### config.mk
export PLATFORM = sky130hd
export DESIGN_NAME = sw_demux_capture
export DESIGN_NICKNAME = d
export VERILOG_FILES = /design/src/rtl/sw_demux_capture.sv
export SDC_FILE = /design/constraint.sdc
export NUM_CORES = 1
export LEC_CHECK = 0
export ABC_AREA = 1
export BUFFER_PORTS_ARGS = -buffer_cell sky130_fd_sc_hd__buf_2
export CORE_MARGIN = 3
export CORE_UTILIZATION = 60
export DETAILED_ROUTE_END_ITERATION = 6
export PLACE_DENSITY_LB_ADDON = 0.12
export RECOVER_POWER = 50
export SETUP_SLACK_MARGIN = 0.4
export SYNTH_ARGS = -nofsm -noshare
export SYNTH_HDL_FRONTEND = slang
export SYNTH_SLANG_ARGS = --single-unit
### constraint.sdc
create_clock -name CLOCK_50 -period 2.8 [get_ports CLOCK_50]
set_input_delay 0.14 -clock CLOCK_50 [delete_from_list [all_inputs] [get_ports CLOCK_50]]
set_output_delay 0.14 -clock CLOCK_50 [all_outputs]
set_load 0.01 [all_outputs]
### src/rtl/sw_demux_capture.sv
// Debounced 1-to-2 register demux: a KEY press latches SW[3:0] into X (SW[9]=1) or Y (SW[9]=0).
// Define SW_DEMUX_CAPTURE_AUTOCLEAR_EN to clear the unselected register on every load.
module sw_demux_capture #(
    parameter int DEBOUNCE_CYCLES = 500000
) (
    input  logic       CLOCK_50,
    input  logic       resetn,
    input  logic [9:0] SW,
    input  logic       KEY,
    output logic [9:0] LEDR
);

    typedef enum logic [1:0] {
        IDLE         = 2'd0,
        PRESS_WAIT   = 2'd1,
        LOAD         = 2'd2,
        RELEASE_WAIT = 2'd3
    } state_t;

    localparam logic [23:0] CNT_LAST = 24'(DEBOUNCE_CYCLES - 1);

    state_t      state;
    logic [23:0] cnt;
    logic [3:0]  reg_x;
    logic [3:0]  reg_y;
    logic        busy;
    logic        key_meta;
    logic        k_sync;
    logic        unused_sw;

    assign unused_sw = ^SW[8:4];

    // KEY is asynchronous to the clock; both stages idle at the released level.
    always_ff @(posedge CLOCK_50 or negedge resetn) begin
        if (!resetn) begin
            key_meta <= 1'b1;
            k_sync   <= 1'b1;
        end else begin
            key_meta <= KEY;
            k_sync   <= key_meta;
        end
    end

    always_ff @(posedge CLOCK_50 or negedge resetn) begin
        if (!resetn) begin
            state <= IDLE;
            cnt   <= 24'd0;
            reg_x <= 4'h0;
            reg_y <= 4'h0;
            busy  <= 1'b0;
        end else begin
            case (state)
                IDLE: begin
                    if (!k_sync) begin
                        state <= PRESS_WAIT;
                        cnt   <= 24'd0;
                        busy  <= 1'b1;
                    end
                end
                PRESS_WAIT: begin
                    if (k_sync) begin
                        state <= IDLE;
                        cnt   <= 24'd0;
                        busy  <= 1'b0;
                    end else if (cnt == CNT_LAST) begin
                        state <= LOAD;
                        cnt   <= 24'd0;
                    end else begin
                        cnt <= cnt + 24'd1;
                    end
                end
                LOAD: begin
                    if (SW[9]) begin
                        reg_x <= SW[3:0];
`ifdef SW_DEMUX_CAPTURE_AUTOCLEAR_EN
                        reg_y <= 4'h0;
`endif
                    end else begin
                        reg_y <= SW[3:0];
`ifdef SW_DEMUX_CAPTURE_AUTOCLEAR_EN
                        reg_x <= 4'h0;
`endif
                    end
                    state <= RELEASE_WAIT;
                    cnt   <= 24'd0;
                end
                RELEASE_WAIT: begin
                    // Any low sample restarts the release count; held buttons never re-trigger.
                    if (!k_sync) begin
                        cnt <= 24'd0;
                    end else if (cnt == CNT_LAST) begin
                        state <= IDLE;
                        cnt   <= 24'd0;
                        busy  <= 1'b0;
                    end else begin
                        cnt <= cnt + 24'd1;
                    end
                end
                default: begin
                    state <= IDLE;
                    cnt   <= 24'd0;
                    busy  <= 1'b0;
                end
            endcase
        end
    end

    assign LEDR = {SW[9], busy, reg_y, reg_x};

endmodule
==> key figures, run 1 <==
Run status
  • Status: finished with violations
  • Failing checks: capacitance limit, slew limit

Place
  • Pre-CTS setup slack: 1.08 ns
  • # port buffers: 17
  • Hpwl dp: roughly 3300 um
  • Placer's final routability congestion estimate: approximately 0.95
  • Cells after DPL: approximately 360

Setup path
  • Capture point of the worst reg-to-reg path: cnt[22]
  • Critical Path Max Stage Delay: roughly 1.4 ns
  • FF-to-FF path depth: 10
  • Critical Path RT: 2.91 ns
  • Arrival @ worst endpoint: approximately 2.1 ns
  • Critical path type: input pin to async pin
  • Crit-path cells: dlygate4sd3_1 > clkbuf_1
  • Critical R2R Launch: cnt[0]
  • Critical Path Slowest Stage Cell: clkbuf_1
  • Crit start category: input pin
  • Critical path buffers and inverters: 2
  • Setup slack, reg-to-reg: between 1 and 1.5 ns
  • Family with the most delay on the worst path: buffers and inverters
  • Worst Setup SP: resetn
  • Crit path max fanout: 37
  • Endpoint class of the critical path: async pin

Detailed routing
  • WL per Instance: between 10 and 15 um
  • DR vias/cell: 5.30
  • DR vias: roughly 1900
  • Antenna Nets Post-Route: 0
  • Pre-antenna DRT Iters: 4
  • Starting DRT DRC Count: approximately 180
  • DR DRC count: 0
  • Routed wire length: about 4600 um

Logic synthesis
  • Synth async-reset ratio: 1.00
  • Top FF cell, synth: dfrtp_1
  • Mux share of post-synthesis cell area: 0
  • Post-synthesis xor/xnor area fraction: 0.0288
  • Compound-Gate Fraction of Synth Area: 0.0858
  • Area fraction of the dominant cell type after synthesis: 0.411
  • Main combinational cell family by area after synthesis: simple AND/OR/NAND/NOR gates
  • Most frequent cells after synthesis: 88 x nand2_1, 41 x inv_1, 35 x dfrtp_1
  • Syn nets: 312
  • Post-synth EDFFs: 0
  • Yosys Warn Count: 0
  • Mapped cell area: around 2100 sq um
  • Yosys top cell by area: dfrtp_1
  • Adder-cell share of the synthesized area: 0.00588
  • Most common cell in the netlist: nand2_1
  • Seq cells post-synth: 37
  • Seq/Total Area, Yosys: 0.436
  • Mapped Cells: a little under 300
  • Simple-Gate Fraction of Synth Area: 0.350
  • Area contributors post-synth: dfrtp_1 41%, nand2_1 16%, inv_1 7.2%, nand3_1 6.6%, nor2_1 5.8%
  • Post-Syn Area per Cell: a little over 7 sq um
  • Count of distinct cell types in the synthesized netlist: 28

Clock network
  • TritonCTS clock tree: yes
  • Clock latency on the worst-skew pair: around 0.36 ns
  • CTS clock-pin slew for the worst setup and hold paths: 0.12 ns
  • Deepest clock path buffer count: 2
  • Cts hold-fix bufs: 2
  • Num CTS Buffers: 5
  • CTS-repair resized insts: 0
  • Clk sinks: 37
  • H-tree depth: 2
  • Post-CTS Setup Bufs: 0
  • Root buffer cell: clkbuf_4

Die
  • I/O Pins: 23
  • Die footprint: approximately 4300 sq um
  • Die X: between 60 and 70 um
  • Count of standard-cell rows: 21
  • Starting Density: 0.628
  • Core box area: 3390 sq um
  • Die Height: 65.6 um

STA
  • RSZ-0062 raised after global routing: no
  • Max-slew headroom: -0.314
  • Minimum clock period: just under 2 ns
  • Hold_ws: roughly 0.03 ns
  • Endpoints failing setup: 0
  • Fmax: between 500 and 600 MHz
  • Final setup margin: 0.822 ns
  • Setup TNS: 0 ns
  • Final Cycle Share: 0.706
  • Clk_skew: slightly above 0.005 ns
  • Worst-Margin Slew: ~2.0 ns
  • Slew Limit Fails: 38
  • Final Hold Fails: 0

GRT
  • Grt met2 use: 0.372
  • M3 GR Usage: 0.0479
  • Vias in the first global route: about 1700
  • Largest net degree at the start of global routing: 38
  • Grt total ovfl: 0
  • Total track usage: 0.244
  • Met1 usage: 0.343
  • First-pass GRT wire length: roughly 8000 um
  • GRT busiest layer: met2
  • Initial antenna violation count: 0

Finish
  • Share of post-route cells with drive strength above 1: 0.0938
  • Area added between synthesis and finish: 9.58%
  • Ant diodes: 0
  • Nets: approximately 330
  • Layout Cells excl Fill: about 370

Power and ir drop
  • Leak pwr: around 1.1 nW
  • Pwr/cell area: between 400 and 500 nW/um^2
  • Worst vdd ir: around 0.35 mV

Min path
  • Hold Crit Depth: 3
  • Hold_sp: SW[0]
  • Worst Hold Endpoint: reg_y[0]
  • HP Class: input pin to flop

Flow run
  • Max Cap Viol: 1
## sequential cells by signal (all words and copies together), names as in the netlist, named ones only
| name | flops |
|---|---|
| reg_y | 4 |
| reg_x | 4 |
| busy | 1 |
| cnt | 24 |
| state | 1 |
| key_meta | 1 |
| k_sync | 1 |
## per-layer routing
layer,part of all wire,wire [um]
met1,0.46,2140
met5,0,0
met4,0.011,51
met3,0.082,379
met2,0.45,2070
## worst max path at each step
stage,slack (ns),cells after the start,endpoint
final,0.82,2,reg_y[1]
after global routing,0.41,2,reg_y[0]
after CTS,1.06,10,cnt[22]
after detailed placement,1.08,10,cnt[22]
after global placement,1.08,10,cnt[22]
after floorplan,1.25,11,cnt[10]
## power breakdown
| group | switching, mW | total, mW | internal [mW] |
|---|---|---|---|
| logic | 0.0600 | 0.0834 | 0.0233 |
| clock network | 0.194 | 0.383 | 0.189 |
| registers | 0.00970 | 0.556 | 0.547 |
## layout by cell type, fill, tap and decap left out, drive strengths merged, types with 2 or more instances in the layout
| master | netlist | routed |
|---|---|---|
| xor2 | 7 | 7 |
| inv | 42 | 42 |
| dlygate4sd3 | 0 | 2 |
| nor2 | 36 | 36 |
| dfstp | 2 | 2 |
| dfrtp | 35 | 35 |
| clkbuf | 2 | 14 |
| a21oi | 2 | 2 |
| nand3 | 28 | 28 |
| nor3 | 7 | 7 |
| o22ai | 5 | 5 |
| buf | 4 | 9 |
| nand2 | 92 | 92 |
| nand4 | 7 | 7 |
| o21ai | 25 | 25 |
## metrics by stage
stage                      util  cell area, sq um  power (mW)
after CTS                 0.692              2340        1.03
after global routing      0.688              2330        1.06
after global placement    0.661              2240       0.647
final                     0.688              2330        1.02
after floorplan               -              2130       0.621
after detailed placement  0.661              2240       0.649
## cell type report
type | instances | area, sq um
fillers | 290 | 1060
multi-input cells | 213 | 1000
flip-flops and latches | 37 | 928
inverters | 42 | 160
repair buffers | 20 | 101
well taps | 46 | 57.6
clock inverters | 3 | 46.3
clock buffers | 5 | 37.5
## tightest hold or removal path: stages
cell and delay, ns:
buf_2 0.09, inv_1 0.05, o21ai_0 0.07
## cell families after synthesis
group | Yosys count
buffers and inverters | 48
DFF | 37
xor gates and xnor gates | 7
AOI/OAI and AO/OA | 33
adders and majority gates | 1
and+or+nand+nor | 172
(Power assumes the default switching activity.)
==> run 2, diff against run 1 <==
--- a/config.mk
+++ b/config.mk
@@ -8,7 +8,7 @@
 export ABC_AREA = 1
 export BUFFER_PORTS_ARGS = -buffer_cell sky130_fd_sc_hd__buf_2
 export CORE_MARGIN = 3
-export CORE_UTILIZATION = 60
+export CORE_UTILIZATION = 58
 export DETAILED_ROUTE_END_ITERATION = 6
 export PLACE_DENSITY_LB_ADDON = 0.12
 export RECOVER_POWER = 50
==> constraint.sdc (replaced) <==
create_clock -name CLOCK_50 -period 1.9 [get_ports CLOCK_50]
set_input_delay 0.095 -clock CLOCK_50 [delete_from_list [all_inputs] [get_ports CLOCK_50]]
set_output_delay 0.095 -clock CLOCK_50 [all_outputs]
set_load 0.01 [all_outputs]
==> run 2 against run 1 <==
Net effect: the flow now finishes without violations; largest cell class unchanged; sequential cell count unchanged; largest power group unchanged; final cell count increased by 3.6%; clock power grew 56%; worst setup slack worse by 0.57 ns.
==> key figures, run 2 (synthesized netlist as in run 1, its figures left out) <==
Finish
  • Most frequent cells in the layout: 87 x nand2_1, 41 x inv_1, 35 x dfrtp_1
  • Share of post-route cells with drive strength above 1: 0.159
  • Area added between synthesis and finish: 18.7%
  • Regs by FF count: cnt: 24 flops, reg_x: 4 flops, reg_y: 4 flops
  • Nets: ~350
  • Ant diodes: 0
  • Top reg by flops: cnt
  • Max reg flops: 24
  • Commonest non-fill, non-tap cell in the layout: nand2_1

Die
  • Die Height: 66.6 um
  • Core box area: between 3000 and 4000 sq um
  • Die footprint: about 4400 sq um
  • Die X: 66.6 um
  • Count of standard-cell rows: 21
  • I/O Pins: 23
  • Starting Density: 0.619

STA
  • Hold_ws: between 0.07 and 0.08 ns
  • Slew Limit Fails: 0
  • Setup TNS: 0 ns
  • Minimum clock period: 1.65 ns
  • RSZ-0062 raised after global routing: yes
  • Clk_skew: 0.00574 ns
  • Worst-Margin Slew: about 0.92 ns
  • Fmax: 606 MHz
  • Endpoints failing setup: 0
  • Final setup margin: 0.250 ns
  • Final Hold Fails: 0
  • Final Cycle Share: 0.868
  • Max-slew headroom: 0.390

Detailed routing
  • DR vias/cell: around 5.4
  • Routed wire length: between 5000 and 6000 um
  • DR DRC count: 0
  • Starting DRT DRC Count: 197
  • WL per Instance: roughly 13 um
  • Antenna Nets Post-Route: 0
  • DR vias: between 2000 and 2500
  • Pre-antenna DRT Iters: 5

Setup path
  • Crit-path cells: ha_2 > nand2_2 > nor2_4 > nand2_1 > nor2_2 > nand2_2 > nand2_4 > buf_6 > o22ai_2
  • Critical R2R Launch: cnt[0]
  • Capture point of the worst reg-to-reg path: cnt[13]
  • Worst Setup EP: cnt[13]
  • Family with the most delay on the worst path: simple AND/OR/NAND/NOR gates
  • Worst Setup SP: cnt[0]
  • Arrival @ worst endpoint: approximately 1.8 ns
  • Setup slack, reg-to-reg: roughly 0.25 ns
  • Crit path max fanout: 5
  • Endpoint class of the critical path: flop
  • Critical path buffers and inverters: 1
  • CP most frequent cell: nand2_2
  • WP depth: 9
  • Critical path type: flop to flop
  • Critical Path RT: between 2 and 2.5 ns
  • Critical Path Max Stage Delay: between 0.3 and 0.4 ns
  • Crit start category: flop
  • FF-to-FF path depth: 9
  • Critical Path Slowest Stage Cell: dfrtp_1

Clock network
  • CTS clock-pin slew for the worst setup and hold paths: 0.07 ns
  • H-tree depth: 2
  • Clock latency on the worst-skew pair: approximately 0.28 ns
  • Num CTS Buffers: 5
  • TritonCTS clock tree: yes
  • Deepest clock path buffer count: 2
  • Root buffer cell: clkbuf_8
  • Clk sinks: 37

Power and ir drop
  • Psw: 390 uW
  • Worst vdd ir: 0.490 mV
  • Clock network fraction of total power: 0.379
  • Leak pwr: approximately 1.2 nW
  • Comb pwr share: 0.101
  • Reg power frac: 0.520
  • Internal Pwr Total: 1.19 mW
  • Pwr/cell area: around 620 nW/um^2
  • Switching share of power: 0.247

Flow run
  • Max Cap Viol: 0

GRT
  • Largest net degree at the start of global routing: 38
  • Vias in the first global route: around 1800
  • Grt total ovfl: 0
  • First-pass GRT wire length: between 8000 and 9000 um
  • Total track usage: 0.249
  • Initial antenna violation count: 0

Run status
  • Status: complete, no violations

Min path
  • HP Class: input pin to flop
  • Hold Crit Depth: 3

Place
  • Pre-CTS setup slack: about 0.19 ns
  • # port buffers: 17
  • Placer's final routability congestion estimate: 0.923
  • Hpwl dp: 3450 um
run 2: cell types whose count changed in the layout (fill, tap and decap cells not counted), moves of 4 or more:
cell / before / now
buf_6: 0 / 5
buf_4: 1 / 8
clkbuf_8: 0 / 7
clkbuf_4: 5 / 0
o21ai_0: 20 / 16
run 2: cell type report:
cell class	count	area, sq um
fill	262	913
sequential	37	928
timing repair inverter	1	8.76
clock inverter	1	5.00
multi-input combinational	213	1060
tap	46	57.6
inverter	42	165
timing repair buffer	32	209
clock buffer	7	96.3
run 2: layer usage:
layer	part of all wire	track usage
met1	0.44	0.336
met2	0.46	0.396
met3	0.078	0.0540
met4	0.014	0.0812
met5	0	0
run 2: how the worst min path moves through the flow:
stage	slack, ns	from	endpoint
2_1_floorplan	-0.20	resetn	async pin
3_3_place_gp	0.20	KEY	key_meta
3_5_place_dp	0.20	KEY	key_meta
4_1_cts	0.08	SW[2]	reg_y[2]
5_1_grt	0.09	SW[3]	reg_y[3]
6_report	0.07	SW[2]	reg_y[2]
run 2: timing repair:
item / CTS / global route
gates resized for setup: 14 / 10
hold buffers: 2 / 0
cloned: 1 / 0
pin swaps: 4 / 2
endpoints found under the hold margin: 36 / 0
endpoints found under the setup margin: 25 / 27
buffers inserted: 10 / 1
run 2: power groups by stage:
stage	clock (mW)	sequential, mW	combinational (mW)
after floorplan	0	0.833	0.0822
after global placement	0	0.835	0.123
after detailed placement	0	0.836	0.124
after CTS	0.604	0.820	0.156
after global routing	0.648	0.822	0.179
final	0.597	0.821	0.160
run 2: worst register-to-register path, stage by stage (launching register included):
cell	delay (ns)
dfrtp_1	0.39
ha_2	0.22
nand2_2	0.08
nor2_4	0.14
nand2_1	0.08
nor2_2	0.12
nand2_2	0.11
nand2_4	0.16
buf_6	0.15
o22ai_2	0.07
run 2: stage by stage:
| step | power (mW) | instance area, sq um | cells | utilization |
|---|---|---|---|---|
| 2_1_floorplan | 0.915 | 2130 | 298 | - |
| 3_3_place_gp | 0.957 | 2250 | 357 | 0.654 |
| 3_5_place_dp | 0.961 | 2250 | 357 | 0.654 |
| 4_1_cts | 1.58 | 2500 | 378 | 0.727 |
| 5_1_grt | 1.65 | 2530 | 379 | 0.735 |
| 6_report | 1.58 | 2530 | 379 | 0.735 |
==> run 3, diff against run 2 <==
--- a/config.mk
+++ b/config.mk
@@ -10,7 +10,7 @@
 export CORE_MARGIN = 3
 export CORE_UTILIZATION = 58
 export DETAILED_ROUTE_END_ITERATION = 6
-export PLACE_DENSITY_LB_ADDON = 0.12
+export PLACE_DENSITY = 0.88
 export RECOVER_POWER = 50
 export SETUP_SLACK_MARGIN = 0.4
 export SYNTH_ARGS = -nofsm -noshare
==> run 3 against run 2 <==
Net effect: largest cell class unchanged; utilization up 1.6 points; wire length up 12%; clock skew down 0.0011 ns; critical path type unchanged; non-clock buffer count up 1; via count up 5.5%.
==> key figures, run 3 (synthesized netlist as in run 1, its figures left out) <==
Die
  • I/O Pins: 23
  • Starting Density: 0.619
  • Die X: 66.6 um
  • Die Height: ~67 um
  • Die footprint: between 4000 and 5000 sq um
  • Count of standard-cell rows: 21
  • Core box area: around 3400 sq um

Setup path
  • Endpoint class of the critical path: flop
  • Critical Path RT: 2.08 ns
  • Setup slack, reg-to-reg: between 0.3 and 0.4 ns
  • Crit path max fanout: 5
  • Critical path type: flop to flop
  • Crit start category: flop
  • Arrival @ worst endpoint: ~1.8 ns

Power and ir drop
  • Leak pwr: roughly 1.2 nW
  • Worst vdd ir: approximately 0.52 mV
  • Internal Pwr Total: between 1 and 1.5 mW
  • Comb pwr share: 0.107
  • Reg power frac: 0.513
  • Clock network fraction of total power: 0.379
  • Pwr/cell area: a little over 600 nW/um^2
  • Switching share of power: 0.254
  • Psw: 406 uW

Detailed routing
  • Pre-antenna DRT Iters: 6
  • DR DRC count: 0
  • Starting DRT DRC Count: 167
  • Routed wire length: roughly 5600 um
  • DR vias: ~2200
  • Antenna Nets Post-Route: 0
  • DR vias/cell: about 5.7
  • WL per Instance: around 15 um

STA
  • Slew Limit Fails: 0
  • Clk_skew: 0.00465 ns
  • Endpoints failing setup: 0
  • Final Cycle Share: 0.842
  • Minimum clock period: 1.60 ns
  • Worst-Margin Slew: between 0.9 and 1 ns
  • Fmax: roughly 630 MHz
  • RSZ-0062 raised after global routing: yes
  • Final setup margin: ~0.30 ns
  • Max-slew headroom: 0.388
  • Setup TNS: 0 ns
  • Final Hold Fails: 0

Finish
  • Top reg by flops: cnt
  • Most frequent cells in the layout: 82 x nand2_1, 40 x inv_1, 34 x dfrtp_1
  • Regs by FF count: cnt: 24 flops, reg_x: 4 flops, reg_y: 4 flops
  • Commonest non-fill, non-tap cell in the layout: nand2_1
  • Nets: 347
  • Ant diodes: 0
  • Share of post-route cells with drive strength above 1: 0.195
  • Max reg flops: 24
  • Area added between synthesis and finish: 21.3%

Place
  • Placer's final routability congestion estimate: 0.934
  • Pre-CTS setup slack: around 0.19 ns
  • Hpwl dp: around 3600 um
  • # port buffers: 17

Run status
  • Status: complete, no violations

GRT
  • Initial antenna violation count: 0
  • Largest net degree at the start of global routing: 38
  • Total track usage: 0.258
  • Vias in the first global route: ~1900
  • First-pass GRT wire length: 8580 um
  • Grt total ovfl: 0

Min path
  • HP Class: input pin to flop

Clock network
  • Deepest clock path buffer count: 2
  • H-tree depth: 2
  • Root buffer cell: clkbuf_8
  • Clk sinks: 37
  • TritonCTS clock tree: yes
  • Clock latency on the worst-skew pair: 0.29 ns
  • Num CTS Buffers: 5
  • CTS clock-pin slew for the worst setup and hold paths: 0.07 ns

Flow run
  • Max Cap Viol: 0
-- run 3: power by group through the flow --
stage          sequential, mW  combinational [mW]  clock (mW)
2_1_floorplan           0.833              0.0822           0
3_3_place_gp            0.834               0.121           0
3_5_place_dp            0.835               0.126           0
4_1_cts                 0.818               0.155       0.605
5_1_grt                 0.824               0.191       0.643
6_report                0.821               0.172       0.607
-- run 3: timing repair --
item                       4_1_cts  5_1_grt
hold endpoints to repair        36        0
pin swaps                        6        9
buffers inserted                 7        4
cloned                           1        0
hold buffers                     2        0
gates resized for setup         11       31
setup endpoints to repair       25       27
-- run 3: per-layer routing --
metal	track usage	share of wire	wire [um]
met2	0.420	0.48	2690
met4	0.124	0.040	228
met5	0	0	0
met1	0.315	0.41	2320
met3	0.0675	0.071	399
-- run 3: per-stage QoR --
step	hold slack [ns]	instance area [sq um]	util	power (mW)	instances
floorplan	-0.201	2130	-	0.915	298
global placement	0.201	2260	0.656	0.955	358
detailed placement	0.207	2260	0.656	0.960	358
CTS	0.0657	2460	0.715	1.58	376
global route	0.0801	2580	0.751	1.66	380
finish	0.0614	2580	0.751	1.60	380
-- run 3: final timing paths --
| check | endpoint | depth (start not counted) | start |
|---|---|---|---|
| worst max-delay path | cnt[12] | 8 | cnt[4] |
| worst min-delay path | reg_y[1] | 3 | SW[1] |
| worst max register to register | cnt[12] | 8 | cnt[4] |
| worst min register to register | k_sync | 0 | key_meta |
| max in group asynchronous | cnt[5] | 2 | resetn |
| min in group asynchronous | cnt[3] | 2 | resetn |
-- run 3: area by class of cell --
class	instances	area [sq um]
timing repair inverter	1	8.76
clock buffer	7	96.3
sequential	37	930
fill	236	858
multi-input combinational	213	1120
tap	46	57.6
timing repair buffer	33	201
clock inverter	1	5.00
inverter	42	165
-- run 3: worst max-delay path: stages, from the launching register on --
cell and delay (ns):
dfrtp_1 0.46, nand2_2 0.14, nor2_4 0.22, nand2_2 0.11, nor2_4 0.13, buf_4 0.14, nand2_2 0.06, o211ai_2 0.15
nand2_1 0.07
